$ cat src/rtl/subr4u_pkg.sv
// Shared constants for the bit-serial unsigned subtractor: FSM state codes,
// default operand width and counter-width helper.
package subr4u_pkg;

  localparam int unsigned DEFAULT_WIDTH = 4;

  typedef logic [1:0] state_t;

  localparam state_t S_IDLE  = 2'd0;
  localparam state_t S_SHIFT = 2'd1;
  localparam state_t S_CHECK = 2'd2;
  localparam state_t S_DONE  = 2'd3;

  // Bit-counter width for a WIDTH-bit serial pass; never narrower than 1 bit.
  function automatic int unsigned cnt_w(input int unsigned width);
    return (width < 2) ? 1 : $clog2(width);
  endfunction

endpackage

$ cat src/rtl/subr4u_fs_cell.sv
// Combinational 1-bit full subtractor: d = a - b - bw_in, with borrow out.
module subr4u_fs_cell
  import subr4u_pkg::*;
(
  input  logic a_i,
  input  logic b_i,
  input  logic bw_i,
  output logic d_o,
  output logic bw_o
);

  assign d_o  = a_i ^ b_i ^ bw_i;
  assign bw_o = (~a_i & b_i) | (~(a_i ^ b_i) & bw_i);

endmodule

$ cat src/rtl/subr4u_serial.sv
// Bit-serial unsigned subtractor D = A - B with valid/ready on both sides.
// Define SUBR4U_CHECK_EN to add a one-cycle re-add self-check driving fault.
module subr4u_serial
  import subr4u_pkg::*;
#(
  parameter int unsigned WIDTH = DEFAULT_WIDTH
) (
  input  logic             clk,
  input  logic             rst,
  input  logic             in_valid,
  output logic             in_ready,
  input  logic [WIDTH-1:0] a,
  input  logic [WIDTH-1:0] b,
  output logic             out_valid,
  input  logic             out_ready,
  output logic [WIDTH-1:0] diff,
  output logic             borrow,
  output logic             fault
);

  localparam int unsigned        CNT_W    = cnt_w(WIDTH);
  localparam logic [CNT_W-1:0]   CNT_LAST = CNT_W'(WIDTH - 1);

  state_t           state_q, state_d;
  logic [CNT_W-1:0] cnt_q, cnt_d;
  logic [WIDTH-1:0] a_q, a_d;
  logic [WIDTH-1:0] b_q, b_d;
  logic [WIDTH-1:0] diff_q, diff_d;
  logic             bw_q, bw_d;

  logic accept;
  logic shift_en;
  logic last_bit;
  logic d_bit;
  logic bw_bit;

  // State register
  always_ff @(posedge clk) begin
    if (rst) state_q <= S_IDLE;
    else     state_q <= state_d;
  end

  // Next-state logic
  always_comb begin
    state_d = state_q;
    case (state_q)
      S_IDLE: begin
        if (in_valid) state_d = S_SHIFT;
      end
      S_SHIFT: begin
        if (last_bit) begin
`ifdef SUBR4U_CHECK_EN
          state_d = S_CHECK;
`else
          state_d = S_DONE;
`endif
        end
      end
`ifdef SUBR4U_CHECK_EN
      S_CHECK: state_d = S_DONE;
`endif
      S_DONE: begin
        if (out_ready) state_d = in_valid ? S_SHIFT : S_IDLE;
      end
      default: state_d = S_IDLE;
    endcase
  end

  // Handshake and control decode
  always_comb begin
    in_ready  = 1'b0;
    out_valid = 1'b0;
    shift_en  = 1'b0;
    case (state_q)
      S_IDLE:  in_ready = 1'b1;
      S_SHIFT: shift_en = 1'b1;
      S_DONE: begin
        out_valid = 1'b1;
        in_ready  = out_ready;
      end
      default: ;
    endcase
  end

  assign accept   = in_valid & in_ready;
  assign last_bit = (cnt_q == CNT_LAST);

  subr4u_fs_cell u_fs (
    .a_i  (a_q[0]),
    .b_i  (b_q[0]),
    .bw_i (bw_q),
    .d_o  (d_bit),
    .bw_o (bw_bit)
  );

  // Operands rotate rather than shift so they are intact again after WIDTH steps
  always_comb begin
    a_d    = a_q;
    b_d    = b_q;
    diff_d = diff_q;
    bw_d   = bw_q;
    cnt_d  = cnt_q;
    if (accept) begin
      a_d   = a;
      b_d   = b;
      bw_d  = 1'b0;
      cnt_d = '0;
    end else if (shift_en) begin
      a_d    = {a_q[0], a_q[WIDTH-1:1]};
      b_d    = {b_q[0], b_q[WIDTH-1:1]};
      diff_d = {d_bit, diff_q[WIDTH-1:1]};
      bw_d   = bw_bit;
      cnt_d  = cnt_q + CNT_W'(1);
    end
  end

  always_ff @(posedge clk) begin
    if (rst) begin
      a_q    <= '0;
      b_q    <= '0;
      diff_q <= '0;
      bw_q   <= 1'b0;
      cnt_q  <= '0;
    end else begin
      a_q    <= a_d;
      b_q    <= b_d;
      diff_q <= diff_d;
      bw_q   <= bw_d;
      cnt_q  <= cnt_d;
    end
  end

  assign diff   = diff_q;
  assign borrow = bw_q;

`ifdef SUBR4U_CHECK_EN
  logic             fault_q, fault_d;
  logic [WIDTH:0]   readd_c;

  // diff + b must reproduce {borrow, a}
  assign readd_c = (WIDTH+1)'(diff_q) + (WIDTH+1)'(b_q);

  always_comb begin
    fault_d = fault_q;
    if (accept)                  fault_d = 1'b0;
    else if (state_q == S_CHECK) fault_d = (readd_c != {bw_q, a_q});
  end

  always_ff @(posedge clk) begin
    if (rst) fault_q <= 1'b0;
    else     fault_q <= fault_d;
  end

  assign fault = fault_q;
`else
  assign fault = 1'b0;
`endif

endmodule
$ cat config.mk
export PLATFORM = sky130hd
export DESIGN_NAME = subr4u_serial
export DESIGN_NICKNAME = d
export VERILOG_FILES = /design/src/rtl/subr4u_pkg.sv /design/src/rtl/subr4u_fs_cell.sv /design/src/rtl/subr4u_serial.sv
export SDC_FILE = /design/constraint.sdc
export NUM_CORES = 1
export LEC_CHECK = 0
export CAP_MARGIN = 20
export CELL_PAD_IN_SITES_DETAIL_PLACEMENT = 0
export CELL_PAD_IN_SITES_GLOBAL_PLACEMENT = 1
export CORE_MARGIN = 8
export CORE_UTILIZATION = 42
export CTS_BUF_LIST = sky130_fd_sc_hd__clkbuf_4 sky130_fd_sc_hd__clkbuf_8
export DETAILED_ROUTE_END_ITERATION = 10
export HOLD_SLACK_MARGIN = 0.03
export PLACE_DENSITY_LB_ADDON = 0.1
export SLEW_MARGIN = 20
export SYNTH_ARGS = -nofsm -noshare
export SYNTH_HDL_FRONTEND = slang
export SYNTH_HIERARCHICAL = 1
export SYNTH_SLANG_ARGS = --single-unit
$ cat constraint.sdc
create_clock -name clk -period 3 [get_ports clk]
set_input_delay 0.6 -clock clk [delete_from_list [all_inputs] [get_ports clk]]
set_output_delay 0.6 -clock clk [all_outputs]
set_load 0.05 [all_outputs]
=== Word-level counts from Yosys, hierarchy flattened ===
Cells that the tools add are included.

* Add/subtract/negate cells: 1
* Equal/unequal tests: 6
* Mux-type cells: 12
* Bitwise operators: 9
* Reduce and logical (&&, ||, !) cells: 5

{| class="wikitable"
|+ Operator list
! kind !! number
|-
| 4-bit 2-to-1 mux || 4
|-
| 2-bit 2-to-1 mux || 3
|-
| 2-bit != test (second input constant) || 3
|-
| 2-bit one-hot mux with 3 select lines || 1
|-
| 2-bit equality test (second input constant) || 2
|-
| 1-bit bitwise AND || 3
|-
| 1-bit 2-to-1 mux || 3
|-
| 1-bit inverter || 3
|-
| 3-bit AND reduction || 1
|-
| 2-bit by 1-bit adder with 2-bit output (second input constant) || 1
|-
| 2-bit by 1-bit equality test with 1-bit output (second input constant) || 1
|-
| 2-bit logical NOT || 1
|-
| 1-bit one-hot mux with 2 select lines || 1
|-
| 2-bit AND reduction || 1
|-
| 2-bit nonzero test || 1
|-
| 2-bit OR reduction || 1
|-
| 1-bit XOR || 2
|-
| 1-bit bitwise OR || 1
|}

* Register bits after elaboration: 17
* Input port bits: 12
* Output and inout bits: 8
* Word-level logic and storage cells: 39

=== Logic depth before layout (Yosys ltp) ===
Gate-level depths: netlist of run 1.

* Word-level depth: 5
* Mapped depth: 7
* Mapped depth without buffers: 5

=== By module ===
Netlist of run 1, hierarchy kept.

{| class="wikitable"
|+ Modules (own cells, without submodules)
! module !! instances !! cells each !! area an instance (µm²) !! seq. area each (µm²)
|-
| subr4u_serial || 1 || 86 || 885.8 || 340.3
|-
| subr4u_fs_cell || 1 || 4 || 31.3 || 0.0
|}

=== Worst setup path before layout of run 1 ===
No wires, ideal clock.

* Kind: flip-flop to output port
* From: reg state_q[0]
* To: out in_ready
* Arrival time: 1.841 ns
* Slack: 0.559 ns
* Cell stages (with the launch flop): 5
* Buffers on the path: 1
* Cells stage by stage: dfxtp_1 > ha_1 > a21oi_1 > buf_4 > nor2_1

* Word-level cells in the longest chain between the ends: 2
* Elaborated cells between the ends (all ways): 3
* Classes of those cells: 1 x eq/ne; 1 x mux; 1 x reduce/logical

{| class="wikitable"
|+ Ends and longest elaborated chain
! element !! line !! text
|-
| from (decl) || subr4u_serial.sv:24 || <nowiki>state_t state_q, state_d;</nowiki>
|-
| from (signal assigned) || subr4u_serial.sv:40 || <nowiki>else state_q <= state_d;</nowiki>
|-
| 2-bit equality test or 2-bit logical NOT (tied branches) || subr4u_serial.sv:74 || <nowiki>case (state_q)</nowiki>
|-
| 1-bit one-hot mux with 2 select lines * || subr4u_serial.sv:74 ||
|-
| to (decl) || subr4u_serial.sv:11 || <nowiki>output logic in_ready,</nowiki>
|}

Every way passes the cells marked *; elsewhere a longest branch is shown, timed or not.

=== Worst setup path after layout of run 1 ===
* From: reg state_q[0]
* To: out out_valid

* Word-level cells in the longest chain between the ends: 2

{| class="wikitable"
|+ Ends and longest elaborated chain
! element !! line !! text
|-
| 2-bit equality test || subr4u_serial.sv:74 ||
|-
| 1-bit 2-to-1 mux || subr4u_serial.sv:74 ||
|-
| to (decl) || subr4u_serial.sv:14 || <nowiki>output logic out_valid,</nowiki>
|}

Every way passes these cells.

==> run metrics, run 1 <==
initial antenna violation count 0; Max Fclk 425 MHz; first-pass GRT wire length 3190 um; WL final 1800 um; vias in the first global route 706; setup TNS 0 ns; Hold Path End diff[0]; register area share after synthesis 0.371; max_cap viols 0; Worst-Margin Slew 0.522 ns; GRT Residual Overflow 0; die height 62.7 um; worst r2r src state_q[0]; main combinational cell family by area after synthesis multiplexers; GRT Overall Usage 0.100; Critical Path AT 1.75 ns; Placer Congestion 0.704; synth cell count leaders dfxtp_1, mux2i_1, nor3_1; setup repair after global routing missed its margin false; Final setup viols 0; vias per cell 4.99; multiplexer share of the synthesized area 0.164; Startpoint Class register; Reg clk slew, reported paths 0.10 ns; setup ws final 0.649 ns; First-pass DRT Iterations 4; total core area 2130 um2; post-cts hold buffer count 0; clock sink total 17; largest net degree at the start of global routing 12; Mean Syn Cell Area 10.2 um2; async set-or-reset flop fraction in the synthesized netlist 0; LEAKAGE 0.416 nW; 1st-iter DRT viols 1; clk root buf clkbuf_4; Post-CTS Resized 0; H-Tree Depth 1; Clk Latency, worst-skew pair 0.29 ns; Crit Path Max Fanout 4; Logic pwr share 0.545; synthesis warning total 6; remaining antenna violation count 0; Tcrit/Tclk final 0.784; switching share of power 0.426; via count 674; post-synth top area share 0.371; part of the power in registers 0.335; Clock Path Buffers 2; worst hold path class register to register; placement row count 17; initial core utilization 0.431; Worst EP required 2.40 ns; Pins Over Slew Limit 0; Clock power frac 0.120; Synth Area in Compound Gates 0.143; die area 3940 um2; reg-to-reg endpoint b_q[0]; Port Buf Inserts 18; Net Sw Power 0.432 mW; status finished clean; post-synthesis cell type count 21; min cycle time layout 2.35 ns; I/O pins 20; diode count 0; r2r setup slk 1.17 ns; Final Hold Vio Count 0; Pwr Total 1.01 mW; synthesis-stage register bit count 17; most common cell in the synthesized netlist dfxtp_1; CP Capture Type output pin; Place WS 0.733 ns; Slew headroom 0.652; Setup Skew 0.00446 ns; Synth Area in Simple Gates 0.132; Post-Synth XOR/XNOR Area 0.00955; min-delay src diff[0]; WS Path Type register to output pin; Synth area leaders dfxtp_1, mux2i_1, a211oi_2; hold slack 0.513 ns; Synth area leader dfxtp_1; Worst VDD drop 0.568 mV; CTS tree yes; fin cells 135; Die Wd 62.7 um; Hold Crit Depth 2; PD cells 909 nW/um2; post-synthesis cell count 90; Synth Area in Adders 0.0764; Post-route DRC 0; post-CTS setup buffer count 0; internal power 0.581 mW; path depth of the worst reg2reg path 5; ys flop type dfxtp_1; Mapped Area 917 um2; Routed WL per cell 13.3 um; TritonCTS Buffers 3; Synth-to-Final Area Change 21.6%; hpwl dp 1340 um; Post-synth EDFFs 0; Syn Nets 107; Cells after DPL 131; layout cell share with drive strength beyond 1 0.150; nets@finish 125
-- layout by cell type (no fill, tap or decap), types with 3 or more instances in the layout --
cell	instances
clkbuf_4	3
nor2_1	6
ha_1	4
buf_4	4
nor3_1	11
clkdlybuf4s50_1	17
dfxtp_1	17
a211oi_2	8
nand2b_1	4
mux2i_1	15
inv_1	7
-- per-stage QoR --
step / utilization / cell area, um2
after floorplan: - / 917
after global placement: 0.511 / 1090
after detailed placement: 0.511 / 1090
after CTS: 0.524 / 1110
after global routing: 0.524 / 1110
final: 0.524 / 1110
-- cells by family (layout without fill, tap and decap cells) --
kind of cell             after synthesis  after routing
AO/OA/AOI/OAI                         12             12
XOR/XNOR                               1              1
adder cells (fa/ha/maj)                5              5
buffers and inverters                 15             32
flip-flops                            17             17
multiplexers                          15             15
other                                  1              1
AND/OR/NAND/NOR                       24             24
-- registers in the layout, summed over array words and instances, names as in the netlist --
name and count:
b_q 4, cnt_q 2, borrow 1, a_q 4, state_q 2, diff 4
-- cell type report --
type / count / area [um2]
sequential: 17 / 340
inverter: 7 / 26.3
timing repair buffer: 21 / 200
tap: 28 / 35.0
multi-input combinational: 58 / 485
clock inverter: 1 / 5.00
fill: 219 / 1010
clock buffer: 3 / 22.5
-- worst max-delay path by stage --
stage / startpoint / end / cells after the start
finish: state_q[0] / out_valid / 2
global route: state_q[0] / out_valid / 2
CTS: state_q[0] / out_valid / 2
detailed placement: out_ready / in_ready / 5
global placement: out_ready / in_ready / 5
floorplan: state_q[0] / in_ready / 4
-- critical path: stages, from the launching register on --
cell,delay [ns]
dfxtp_1,0.39
ha_1,0.25
clkdlybuf4s50_1,0.83
-- power by group through the flow --
| stage | clock network (mW) | registers (mW) | logic [mW] |
|---|---|---|---|
| 6_report | 0.122 | 0.340 | 0.552 |
| 5_1_grt | 0.137 | 0.350 | 0.605 |
| 4_1_cts | 0.130 | 0.340 | 0.561 |
| 3_5_place_dp | 0 | 0.346 | 0.559 |
| 3_3_place_gp | 0 | 0.345 | 0.551 |
| 2_1_floorplan | 0 | 0.357 | 0.451 |
-- per-layer routing --
layer  track usage  vias up  part of all wire
met3        0.0573        5             0.081
met1         0.104      312              0.45
met2         0.162       15              0.45
met5             0        -                 0
met4        0.0427        0             0.017
li1              -      342                 -
Note: power is estimated with default switching activity, not from simulation.
==> run 2, diff against run 1 <==
- CORE_ASPECT_RATIO: not set -> 1.75
- CORE_UTILIZATION: 42 -> 39
- clock period: 3 -> 2.44 ns (I/O delays scaled with it)
==> run metrics, run 2 (synthesis gave the netlist of run 1 again) <==
status finished clean (unchanged); Slew headroom 0.601 (was 0.652); clock sink total 17 (unchanged); TritonCTS Buffers 3 (unchanged); initial core utilization 0.403 (was 0.431); Startpoint Class register (unchanged); Worst-Margin Slew 0.598 ns (was 0.522 ns); vias in the first global route 704 (was 706); initial antenna violation count 0 (unchanged); post-route cell area 1140 um2 (was 1110 um2); GRT Overall Usage 0.0948 (was 0.100); placement row count 23 (was 17); I/O pins 20 (unchanged); Setup Skew 0.00417 ns (was 0.00446 ns); post-cts hold buffer count 0 (unchanged); Clk Latency, worst-skew pair 0.25 ns (was 0.29 ns); Clock power frac 0.157 (was 0.120); Placer Congestion 0.752 (was 0.704); Post-CTS Resized 0 (unchanged); Worst VDD drop 0.485 mV (was 0.568 mV); Routed WL per cell 13.8 um (was 13.3 um); internal power 0.774 mW (was 0.581 mW); switching share of power 0.412 (was 0.426); total core area 2270 um2 (was 2130 um2); Worst EP required 1.95 ns (was 2.40 ns); via count 687 (was 674); Net Sw Power 0.543 mW (was 0.432 mW); first-pass GRT wire length 3120 um (was 3190 um); LEAKAGE 0.429 nW (was 0.416 nW); Slowest cell on crit path clkdlybuf4s50_1 (unchanged); Die Wd 52.7 um (was 62.7 um); hpwl dp 1420 um (was 1340 um); Tcrit/Tclk final 0.886; setup repair after global routing missed its margin false (unchanged); worst hold path class register to register (unchanged); Clock Path Buffers 2 (unchanged); WL final 1830 um (was 1800 um); Post-route DRC 0 (unchanged); First-pass DRT Iterations 4 (unchanged); CP Capture Type output pin (unchanged); vias per cell 5.17 (was 4.99); CTS tree yes (unchanged); layout cell share with drive strength beyond 1 0.157 (was 0.150); hold slack 0.502 ns (was 0.513 ns); most frequent cells in the layout dfxtp_1, clkdlybuf4s50_1, mux2i_1 (unchanged); Synth-to-Final Area Change 24.0% (was 21.6%); clk root buf clkbuf_8 (was clkbuf_4); Critical Path AT 1.67 ns (was 1.75 ns); min cycle time layout 2.16 ns; Reg clk slew, reported paths 0.07 ns (was 0.10 ns); Final Hold Vio Count 0 (unchanged); largest net degree at the start of global routing 13 (was 12); remaining antenna violation count 0 (unchanged); Final setup viols 0 (unchanged); CP Cell Sequence ha_1, clkdlybuf4s50_1 (unchanged); Max Fclk 462 MHz; crit-path max cell delay 0.82 ns (was 0.83 ns); fin cells 133 (was 135); max_cap viols 0 (unchanged); dpl cell area 1090 um2 (about the same); Port Buf Inserts 18 (unchanged); GRT Residual Overflow 0 (unchanged); Pins Over Slew Limit 0 (unchanged); WS Path Type register to output pin (unchanged); setup TNS 0 ns (unchanged); nets@finish 126 (was 125); die height 80.2 um (was 62.7 um); part of the power in registers 0.319 (was 0.335); Cells after DPL 129 (was 131); Buf+Inv Stages, Crit Path 1 (unchanged); Crit path max-delay family buffers and inverters (unchanged); H-Tree Depth 1 (unchanged); post-CTS setup buffer count 0 (unchanged); Logic pwr share 0.524 (was 0.545); 1st-iter DRT viols 11 (was 1); diode count 0 (unchanged); die area 4220 um2 (was 3940 um2); Crit Path Max Fanout 4 (unchanged); PD cells 1160 nW/um2 (was 909 nW/um2)
==> run 2: through the flow <==
| stage | worst slack, ns | util | power, mW |
|---|---|---|---|
| floorplan | 0.111 | - | 0.994 |
| global placement | 0.481 | 0.480 | 1.12 |
| detailed placement | 0.452 | 0.480 | 1.13 |
| CTS | 0.254 | 0.500 | 1.34 |
| global route | 0.186 | 0.500 | 1.41 |
| finish | 0.278 | 0.500 | 1.32 |
==> run 2: final cells by class <==
cell class / count / area [um2]
clock buffer: 3 / 41.3
clock inverter: 1 / 5.00
fill: 223 / 1140
inverter: 7 / 26.3
multi-input combinational: 58 / 485
sequential: 17 / 340
tap: 25 / 31.3
timing repair buffer: 22 / 208
==> run 2: power by group through the flow <==
| stage | clock (mW) | sequential, mW | combinational (mW) |
|---|---|---|---|
| 2_1_floorplan | 0 | 0.439 | 0.554 |
| 3_3_place_gp | 0 | 0.428 | 0.693 |
| 3_5_place_dp | 0 | 0.429 | 0.699 |
| 4_1_cts | 0.213 | 0.423 | 0.702 |
| 5_1_grt | 0.222 | 0.430 | 0.757 |
| 6_report | 0.207 | 0.420 | 0.691 |
==> run 2: tightest hold or removal path, cell delays in order (launching register included) <==
cell,delay [ns]
dfxtp_1,0.33
mux2i_1,0.06
nor2_1,0.08
==> run 2: per-layer routing <==
metal  up-vias  global-route usage  wire length [um]
met5         -                   0                 0
met4         0              0.0391                19
met2        13               0.163               953
met3         2              0.0222                82
li1        347                   -                 -
met1       325               0.105               777
==> run 2: worst paths after layout <==
path	start	to	slack [ns]	cells after the start
min	diff[0]	diff[0]	0.50	2
min reg2reg	diff[0]	diff[0]	0.50	2
max reg2reg	state_q[0]	a_q[0]	0.75	6
max	state_q[0]	out_valid	0.28	2
==> run 3, diff against run 2 <==
--- a/config.mk
+++ b/config.mk
@@ -16,2 +16,3 @@
 export HOLD_SLACK_MARGIN = 0.03
+export MAX_ROUTING_LAYER = met4
 export PLACE_DENSITY_LB_ADDON = 0.1
==> constraint.sdc (replaced) <==
create_clock -name clk -period 2.44 [get_ports clk]
set_input_delay 0.61 -clock clk [delete_from_list [all_inputs] [get_ports clk]]
set_output_delay 0.61 -clock clk [all_outputs]
set_load 0.05 [all_outputs]
==> run metrics, run 3 (synthesis gave the netlist of run 1 again) <==
layout cell share with drive strength beyond 1 0.167 (was 0.157); CP Capture Type output pin (unchanged); Routed WL per cell 13.8 um (about the same); die area 4220 um2 (unchanged); Port Buf Inserts 18 (unchanged); vias in the first global route 737 (was 704); hold slack 0.495 ns (was 0.502 ns); Startpoint Class register (unchanged); setup repair after global routing missed its margin false (unchanged); Setup Skew 0.00453 ns (was 0.00417 ns); status finished clean (unchanged); initial core utilization 0.403 (unchanged); Slowest cell on crit path clkdlybuf4s50_1 (unchanged); GRT Residual Overflow 0 (unchanged); post-CTS setup buffer count 0 (unchanged); Placer Congestion 0.765 (was 0.752); min cycle time layout 2.30 ns (was 2.16 ns); Worst-Margin Slew 0.504 ns (was 0.598 ns); CP Cell Sequence ha_1, clkdlybuf4s50_1 (unchanged); GRT Overall Usage 0.101 (was 0.0948); Post-route DRC 0 (unchanged); worst hold path class register to register (unchanged); WS Path Type register to output pin (unchanged); crit-path max cell delay 0.82 ns (about the same); Slew headroom 0.663 (was 0.601); Post-CTS Resized 0 (unchanged); Final Hold Vio Count 0 (unchanged); First-pass DRT Iterations 2 (was 4); I/O pins 20 (unchanged); Crit Path Max Fanout 4 (unchanged); Worst EP required 1.83 ns (was 1.95 ns); Tcrit/Tclk final 0.941 (was 0.886); Clk Latency, worst-skew pair 0.25 ns (about the same); total core area 2270 um2 (unchanged); Reg clk slew, reported paths 0.07 ns (about the same); Critical Path AT 1.69 ns (was 1.67 ns); vias per cell 5.09 (was 5.17); Pins Over Slew Limit 0 (unchanged); Max Fclk 436 MHz (was 462 MHz); Buf+Inv Stages, Crit Path 1 (unchanged); CTS tree yes (unchanged); max_cap viols 0 (unchanged); placement row count 23 (unchanged); diode count 0 (unchanged); Final setup viols 0 (unchanged); setup TNS 0 ns (unchanged); nets@finish 126 (unchanged); via count 677 (was 687); PD cells 1160 nW/um2 (about the same); hpwl dp 1440 um (was 1420 um); LEAKAGE 0.429 nW (about the same); 1st-iter DRT viols 5 (was 11); post-cts hold buffer count 0 (unchanged); Synth-to-Final Area Change 24.3% (was 24.0%); clock sink total 17 (unchanged); H-Tree Depth 1 (unchanged); remaining antenna violation count 0 (unchanged); WL final 1840 um (was 1830 um); Die Wd 52.7 um (unchanged); die height 80.2 um (unchanged); Crit path max-delay family buffers and inverters (unchanged); Worst VDD drop 0.502 mV (was 0.485 mV); clk root buf clkbuf_8 (unchanged); most frequent cells in the layout dfxtp_1, clkdlybuf4s50_1, mux2i_1 (unchanged); first-pass GRT wire length 3170 um (was 3120 um); area of the multi-input gates 488 um2 (was 485 um2); TritonCTS Buffers 3 (unchanged); Clock Path Buffers 2 (unchanged); register area 340 um2 (unchanged); initial antenna violation count 0 (unchanged); largest net degree at the start of global routing 12 (was 13); fillcell total 233 (was 223)
## run 3: through the flow
stage                     area [um2]  std cells  utilization  setup slack, ns  power [mW]
final                           1140        133        0.501            0.144        1.32
after detailed placement        1090        129        0.481            0.277        1.13
after CTS                       1140        133        0.501            0.126        1.35
after global routing            1140        133        0.501           0.0441        1.42
after global placement          1090        129        0.481            0.305        1.13
after floorplan                  920         90            -            0.221        1.00
## run 3: worst reg2reg max path: cells and delay by family (launching register included)
kind / cells / cell delay, ns
DFF: 1 / 0.38
adders and majority gates: 1 / 0.21
and+or+nand+nor: 1 / 0.38
AOI/OAI and AO/OA: 2 / 0.32
buffers and inverters: 2 / 0.30
## run 3: final cells by class
class / count / share of cell area
inverter: 7 / 0.0231
timing repair buffer: 22 / 0.182
clock inverter: 1 / 0.00439
multi-input combinational: 58 / 0.428
clock buffer: 3 / 0.0362
sequential: 17 / 0.299
tap: 25 / 0.0274
## run 3: path summary, 6_finish.rpt
path / from / to / slack (ns) / cells after the start
max reg2reg: state_q[0] / a_q[3] / 0.71 / 6
min: diff[0] / diff[0] / 0.49 / 2
min reg2reg: diff[0] / diff[0] / 0.49 / 2
max: state_q[0] / out_valid / 0.14 / 2
## run 3: routing by layer
| layer | share of wire | routed length, um | vias up | GRT usage |
|---|---|---|---|---|
| met3 | 0.051 | 93 | 4 | 0.0314 |
| met4 | 0.016 | 29 | 0 | 0.0469 |
| li1 | - | - | 347 | - |
| met5 | 0 | 0 | - | - |
| met2 | 0.54 | 996 | 13 | 0.181 |
| met1 | 0.39 | 722 | 313 | 0.0925 |
## run 3: report_power, final
part / switching [mW] / internal (mW)
Sequential: 0.0556 / 0.362
Combinational: 0.394 / 0.302
Clock: 0.0933 / 0.113
